`src/rtl/bfloat_mantissa_div.sv`:
```
// bfloat_mantissa_div: sequential radix-2 restoring divider for bfloat mantissas.
// Divides the dividend {a, 7'b0} by b over 16 iterations. The quotient lines up
// with the 16-bit product format of the Booth mantissa multiplier.
// It also returns the 9-bit remainder and a divide-by-zero flag.
// Optional feature: define BFDIV_ROUND_EN to round the quotient to nearest at completion.
module bfloat_mantissa_div (
  input  logic        clk,
  input  logic        rst,
  input  logic        start,
  input  logic [8:0]  a,
  input  logic [8:0]  b,
  output logic        busy,
  output logic        done,
  output logic [15:0] out,
  output logic [8:0]  rem,
  output logic        dz
);

  typedef enum logic [1:0] {IDLE = 2'd0, RUN = 2'd1, DONE = 2'd2} state_t;

  state_t      state_q, state_d;
  logic [3:0]  cnt_q;
  logic [15:0] dvd_q;      // dividend, shifted out MSB first
  logic [8:0]  dvs_q;      // captured divisor
  logic [9:0]  pr_q;       // partial remainder
  logic [15:0] quo_q;      // quotient shift register
  logic        bz_q;       // divisor was zero at capture
  logic [15:0] out_q;
  logic [8:0]  rem_q;
  logic        dz_q;

  logic        capture;
  logic        last_iter;
  logic [10:0] pr_shift;
  logic        ge;
  logic [9:0]  pr_next;
  logic [15:0] quo_next;
  logic [15:0] quo_final;

  assign capture   = start && (state_q == IDLE || state_q == DONE);
  assign last_iter = (state_q == RUN) && (cnt_q == 4'd15);

  // State register
  always_ff @(posedge clk) begin
    if (rst) state_q <= IDLE;
    else     state_q <= state_d;
  end

  // Next-state logic; start is ignored while running
  always_comb begin
    state_d = state_q;
    case (state_q)
      IDLE:    if (start) state_d = RUN;
      RUN:     if (cnt_q == 4'd15) state_d = DONE;
      DONE:    state_d = start ? RUN : IDLE;
      default: state_d = IDLE;
    endcase
  end

  // Status outputs decoded purely from registered state
  always_comb begin
    busy = (state_q == RUN);
    done = (state_q == DONE);
  end

  // One restoring step. The 11-bit shifted value keeps the comparison exact.
  // When the subtract is taken the difference fits in 10 bits, because the
  // shifted value is below 2*b.
  always_comb begin
    pr_shift = {pr_q, dvd_q[15]};
    ge       = (pr_shift >= {2'b00, dvs_q});
    pr_next  = ge ? (pr_shift[9:0] - {1'b0, dvs_q}) : pr_shift[9:0];
    quo_next = {quo_q[14:0], ge};
  end

  // Final quotient: truncated, or rounded to nearest with saturation
  always_comb begin
`ifdef BFDIV_ROUND_EN
    if (({pr_next[8:0], 1'b0} >= {1'b0, dvs_q}) && (quo_next != 16'hFFFF))
      quo_final = quo_next + 16'd1;
    else
      quo_final = quo_next;
`else
    quo_final = quo_next;
`endif
  end

  // Datapath: operand capture, iteration, and result registration
  always_ff @(posedge clk) begin
    if (rst) begin
      cnt_q <= 4'd0;
      dvd_q <= 16'h0000;
      dvs_q <= 9'h000;
      pr_q  <= 10'h000;
      quo_q <= 16'h0000;
      bz_q  <= 1'b0;
      out_q <= 16'h0000;
      rem_q <= 9'h000;
      dz_q  <= 1'b0;
    end else if (capture) begin
      cnt_q <= 4'd0;
      dvd_q <= {a, 7'b0};
      dvs_q <= b;
      pr_q  <= 10'h000;
      quo_q <= 16'h0000;
      bz_q  <= (b == 9'h000);
    end else if (state_q == RUN) begin
      cnt_q <= cnt_q + 4'd1;
      dvd_q <= {dvd_q[14:0], 1'b0};
      pr_q  <= pr_next;
      quo_q <= quo_next;
      if (last_iter) begin
        if (bz_q) begin
          out_q <= 16'hFFFF;
          rem_q <= 9'h000;
          dz_q  <= 1'b1;
        end else begin
          out_q <= quo_final;
          rem_q <= pr_next[8:0];
          dz_q  <= 1'b0;
        end
      end
    end
  end

  assign out = out_q;
  assign rem = rem_q;
  assign dz  = dz_q;

endmodule

```
`config.mk`:
```
export PLATFORM = sky130hd
export DESIGN_NAME = bfloat_mantissa_div
export DESIGN_NICKNAME = d
export VERILOG_FILES = /design/src/rtl/bfloat_mantissa_div.sv
export SDC_FILE = /design/constraint.sdc
export NUM_CORES = 1
export LEC_CHECK = 0
export CELL_PAD_IN_SITES_DETAIL_PLACEMENT = 1
export CELL_PAD_IN_SITES_GLOBAL_PLACEMENT = 1
export CORE_MARGIN = 4
export CORE_UTILIZATION = 35
export CTS_BUF_LIST = sky130_fd_sc_hd__clkbuf_4
export DETAILED_ROUTE_END_ITERATION = 8
export PLACE_DENSITY_LB_ADDON = 0.1
export SLEW_MARGIN = 20
export SYNTH_ARGS = -nofsm -noshare
export SYNTH_HDL_FRONTEND = slang
export SYNTH_SLANG_ARGS = --single-unit
```
`constraint.sdc`:
```
create_clock -name clk -period 2 [get_ports clk]
set_clock_uncertainty 0.15 [all_clocks]
set_input_delay 0.5 -clock clk [delete_from_list [all_inputs] [get_ports clk]]
set_output_delay 0.5 -clock clk [all_outputs]
set_load 0.01 [all_outputs]
```
# After elaboration in Yosys (flattened, before gate mapping)
# Index checks and enable logic that the tools add are counted.
dict set report word_totals {
  rom_bits 0
  latch_bits 0
  memories 0
  out_inout_bits 28
  register_bits 76
  ramBits 0
  elab_cells 38
  in_bits 21
}
dict set report classes {
  muxes 10
  shifts 0
  div_mod_pow 0
  reduce_logical 9
  n_eq_ne 5
  bitwise 1
  n_mul 0
  add_sub_neg 2
  order_cmp 1
}
# operator count
set ops {}
lappend ops {{$mux 16} 3}
lappend ops {{$ge 11x9->1} 1}
lappend ops {{$mux 10} 1}
lappend ops {{$sub 10x9->10} 1}
lappend ops {{$logic_not 9->1} 1}
lappend ops {{$mux 9} 1}
lappend ops {{$pmux 2 s3} 1}
lappend ops {{$add 4x1->4 const B} 1}
lappend ops {{$eq 4x4->1 const B} 1}
lappend ops {{$mux 2} 2}
lappend ops {{$reduce_and 3->1} 1}
lappend ops {{$eq 2x1->1 const B} 1}
lappend ops {{$eq 2x2->1 const B} 1}
lappend ops {{$logic_and 1x1->1} 2}
lappend ops {{$logic_not 2->1} 1}
lappend ops {{$mux 1} 2}
lappend ops {{$ne 2x1->1 const B} 1}
lappend ops {{$ne 2x2->1 const B} 1}
lappend ops {{$reduce_and 2->1} 1}
lappend ops {{$reduce_bool 2->1} 1}
lappend ops {{$reduce_or 2->1} 1}
lappend ops {{$logic_or 1x1->1} 1}
lappend ops {{$not 1->1} 1}

# Longest topological paths before layout
dict set report depth {
  depth_word 5
  mapped_depth 9
  ltp_nobuf 9
}

# Worst setup path after synthesis
# No wires, ideal clock.
dict set report synth_timing {
  path_kind {flip-flop to flip-flop}
  startpoint {register dvs_q[8]}
  endpoint {register rem_q[3], in the netlist rem[3]}
  setup_ps 84
  stages_incl_launch_ff 9
  period_less_slack_ps 2052
  slack_ps -52
  path_buffers 1
  required_time_ps 1766
  arrival_time_ps 1818
  cell_sequence {dfxtp_1 inv_1 ha_1 a21oi_2 nor3b_2 o31a_2 buf_2 a21oi_1 o31ai_2}
}
dict set report synth_via {
  elab_chain_len 3
}
# item line_no
set synth_lines {}
lappend synth_lines {{start: declaration} 24} ;# logic [8:0] dvs_q;
lappend synth_lines {{start signal: assignment} 93} ;# dvs_q <= 9'h000;
lappend synth_lines {{start signal: assignment} 103} ;# dvs_q <= b;
lappend synth_lines {{$ge 11x9->1} 71} ;# ge = (pr_shift >= {2'b00, dvs_q});
lappend synth_lines {{$mux 10} 72} ;# pr_next = ge ? (pr_shift[9:0] - {1'b0, dvs_q}) : pr_shift[9:0];
lappend synth_lines {{$mux 9} 113} ;# if (bz_q) begin
lappend synth_lines {{end signal: assignment} 119} ;# rem_q <= pr_next[8:0];
lappend synth_lines {{end: declaration} 29} ;# logic [8:0] rem_q;
# Every way passes these cells.
# A chain may end at the register's enable or synchronous reset.

# Final worst setup path
dict set report layout_timing {
  startpoint {register dvs_q[7]}
  endpoint {register pr_q[1]}
}
dict set report layout_via {
  elab_chain_len 2
}
# item line_no
set layout_lines {}
lappend layout_lines {{$ge 11x9->1} 71}
lappend layout_lines {{$mux 10} 72}
lappend layout_lines {{end signal: assignment} 110} ;# pr_q <= pr_next;
lappend layout_lines {{end: declaration} 25} ;# logic [9:0] pr_q;
# Every way passes these cells.

==> flow_summary.yaml <==
power_and_ir_drop:
  p_clk_frac: 0.194
  seq_power_share: 0.342
  ir_worst_vdd_v: 0.0003894
  comb_power_share: 0.464
  p_leak_nw: 2.177
  switching_power_mw: 1.832
  p_int_mw: 2.896
  power_density_nw_per_um2: 888.4
  switching_share: 0.3875
routing:
  final_antenna_net_count: 0
  vias_per_cell: 5.286
  drc: 0
  drt_wl_total_mm: 12.70
  drt_iter0_markers: 146
  vias: 3605
  routedWlPerCell_microns: 18.62
  dr.pass1.iters: 5
logic_synthesis:
  synth_nets: 458
  synth_enable_flop_cells: 0
  netlist_area_sq_um: 3463
  yosysSeqAreaShare: 0.4393
  synth-xor-area-share: 0.01517
  yosysWarnings: 0
  synth_top_family_by_area: "simple AND/OR/NAND/NOR gates"
  ys_async_sr_fraction: 0
  synth.area.mux_share: 0.009032
  synth_ff_type: "dfxtp_1"
  synthSimpleGateAreaFrac: 0.2630
  ys_ff_latch: 76
  yosys.cell_types.count: 56
  syn_avg_cell_area_sq_um: 8.130
  synthAdderAreaFrac: 0.04191
  synth-compound-area-share: 0.1821
  syn_inst: 426
worst_hold_path:
  hold_path.class: "flop to flop"
  min_path_cells: 2
floorplanning:
  io_pins: 49
  die_area_sq_um: 11550
  fp.dieH_microns: 107.5
  initial_core_util: 0.3576
  coreArea_sq_um: 9684
  die_width_microns: 107.5
  rows: 36
cts:
  clkTransAtPathRegs_ns: 0.14
  cts-htree-levels: 3
  numCtsBuffers: 9
  clkLatencyLatePin_ns: 0.44
  tritoncts: "built"
  cts_max_path_buffers: 2
  root_buffer: "clkbuf_4"
  clkSinkCount: 76
placement:
  post_dp_cell_area_sq_um: 4496
  dp.cells: 642
  io_buffers: 48
  hpwl_mm: 7.931
  place_congestion: 0.8825
final_layout:
  finalInstanceArea_sq_um: 5323
  syn_to_final_growth_pct: 53.68
  drive_gt1_frac: 0.3461
  fin_nets: 576
  final_cells: 682
  final.fill_count: 1152
  postLayoutCoreUtil: 0.5496
  diodes: 0
timing:
  clock.fmax_ghz: 0.4429
  rsz0062_at_grt: "yes"
  tightest_slew_ns: 0.6073
  finalWorstPathRequiredPeriod_ns: 2.258
  relSlewSlack: 0.5937
  finalSetupViolCount: 21
  setup_ws_ns: -0.2580
  final_max_slew_viol_count: 0
  final_hold_viol_count: 0
  finalCritPeriodShare: 1.129
grt:
  grt.busiest_layer: "met2"
  grt_remaining_overflow: 0
  grtUsageTotal: 0.2053
  antenna_found_initial: 0
  use_met1: 0.2633
  use_met3: 0.03359
  grt_pass1_wl_mm: 18.71
  grt_max_degree: 37
  grt_use_met2: 0.3485
  grt_pass1_vias: 3619
setup_path:
  cp_top_family: "compound AO/OA/AOI/OAI gates"
  end_kind: "flop"
  path_buf_inv: 2
  critical_path_required_ns: 2.17
  path_cells: "inv_1 -> ha_4 -> a21oi_4 -> nor3b_4 -> o31ai_4 -> buf_6 -> o21ai_0 -> a31oi_4"
  cpMaxStageDelayCell: "o21ai_0"
  cpPeakStageDelay_ns: 0.38
  path_class: "flop to flop"
  cp.depth: 8
  cp_max_fo: 8
  r2r.worst_path.cells: 8
  crit_arrival_ns: 2.43
  critPathLaunchType: "flop"
status:
  violations: "setup timing"
  status: "complete, but fails checks"
flow_run:
  maxCapViolCount: 0
## cell families after synthesis
group                    Yosys count
XOR/XNOR                           6
buffers and inverters             39
AND/OR/NAND/NOR                  200
multiplexers                       3
flip-flops                        76
adder cells (fa/ha/maj)           11
AO/OA/AOI/OAI                     91
## state kept, by name, summed over array words and instances (netlist names)
signal   count
state_q      2
dvs_q        9
rem          9
pr_q        10
cnt_q        4
quo_q       15
dz           1
dvd_q        9
out         16
bz_q         1
## per-stage QoR
step	hold WS [ns]	worst slack, ns	total power, mW	setup TNS, ns
after floorplan	0.2863	0.02054	2.326	0
after global placement	0.2941	-0.1999	2.851	-3.195
after detailed placement	0.2961	-0.2632	2.887	-4.543
after CTS	0.3119	-0.1159	4.232	-1.282
after global routing	0.3383	-0.2794	4.927	-4.380
final	0.3163	-0.2580	4.729	-3.152
## layer usage
layer | up-vias | part of all wire
met4 | 0 | 0.026
met3 | 26 | 0.043
met5 | - | 0
met2 | 97 | 0.49
li1 | 1730 | -
met1 | 1752 | 0.44
## synthesized netlist by cell type, drive strengths merged (2+ instances only)
cell	number	share of area
ha	10	0.036
a32o	2	0.0058
nor2	42	0.046
nor3	44	0.064
and3	3	0.0054
a32oi	3	0.0076
nor3b	2	0.0058
dfxtp	76	0.44
xnor2	2	0.0051
xor2	4	0.010
a21o	2	0.0043
nor2b	5	0.0090
a21boi	2	0.0043
a21oi	36	0.054
a31oi	3	0.0054
nand2b	5	0.0090
inv	11	0.012
nor4	3	0.0054
nand2	76	0.082
or3	2	0.0036
o22ai	6	0.011
o31ai	11	0.036
mux2i	2	0.0058
a211oi	2	0.0058
o211ai	2	0.0043
a311oi	4	0.010
nand4	5	0.0090
o21ai	12	0.017
nand3	9	0.014
clkbuf	17	0.018
buf	10	0.018
## power by group through the flow
stage                     logic (mW)  registers, mW  clock network (mW)
after floorplan                0.698           1.63                   0
after global routing            2.29           1.62                1.01
after CTS                       1.69           1.61               0.935
after detailed placement        1.25           1.64                   0
after global placement          1.22           1.63                   0
final                           2.19           1.62               0.918
## path summary, 6_finish.rpt
check / startpoint / end / slack, ns
max: dvs_q[7]$_SDFFE_PP0P_ / pr_q[1]$_SDFFE_PP0P_ / -0.26
min: dvs_q[6]$_SDFFE_PP0P_ / dvs_q[6]$_SDFFE_PP0P_ / 0.32
max reg2reg: dvs_q[7]$_SDFFE_PP0P_ / pr_q[1]$_SDFFE_PP0P_ / -0.26
min reg2reg: dvs_q[6]$_SDFFE_PP0P_ / dvs_q[6]$_SDFFE_PP0P_ / 0.32
## timing repair
item	CTS	global route
endpoints found under the setup margin	45	26
buffers inserted	11	17
pin swaps	27	31
gates resized for setup	98	47
hold buffers	0	0
## final cells by class
class | count | area (sq um) | share of cell area
multi-input cells | 311 | 2262 | 0.4250
repair buffers | 134 | 1180 | 0.2217
inverters | 12 | 45.04 | 0.008463
well taps | 133 | 166.4 | 0.03126
clock inverters | 7 | 58.81 | 0.01105
flip-flops and latches | 76 | 1543 | 0.2898
clock buffers | 9 | 67.56 | 0.01269
## cells in the final DEF (no fill, tap or decap), drive strengths merged, types with 2 or more instances in the layout
cell type,instances
a32o,2
nor3,44
nand4,5
a211oi,2
a31oi,3
a311oi,4
and3,3
a32oi,3
xnor2,2
nor2b,5
dlymetal6s2s,4
a21oi,36
dlygate4sd2,23
clkinv,3
o31ai,11
buf,86
nor3b,2
clkbuf,9
mux2i,2
o211ai,2
ha,10
or3,2
nand2b,5
dfxtp,76
nor2,42
nand3,9
o22ai,6
a21boi,2
inv,15
nand2,76
clkdlybuf4s50,20
nor4,3
o21ai,12
xor2,4
a21o,2
## tightest hold or removal path: cells and delay by family, from the launching register on
kind	cells	cell delay, ns
AOI/OAI and AO/OA	1	0.05
and+or+nand+nor	1	0.05
DFF	1	0.34
Power figures use the tool's default switching activity.
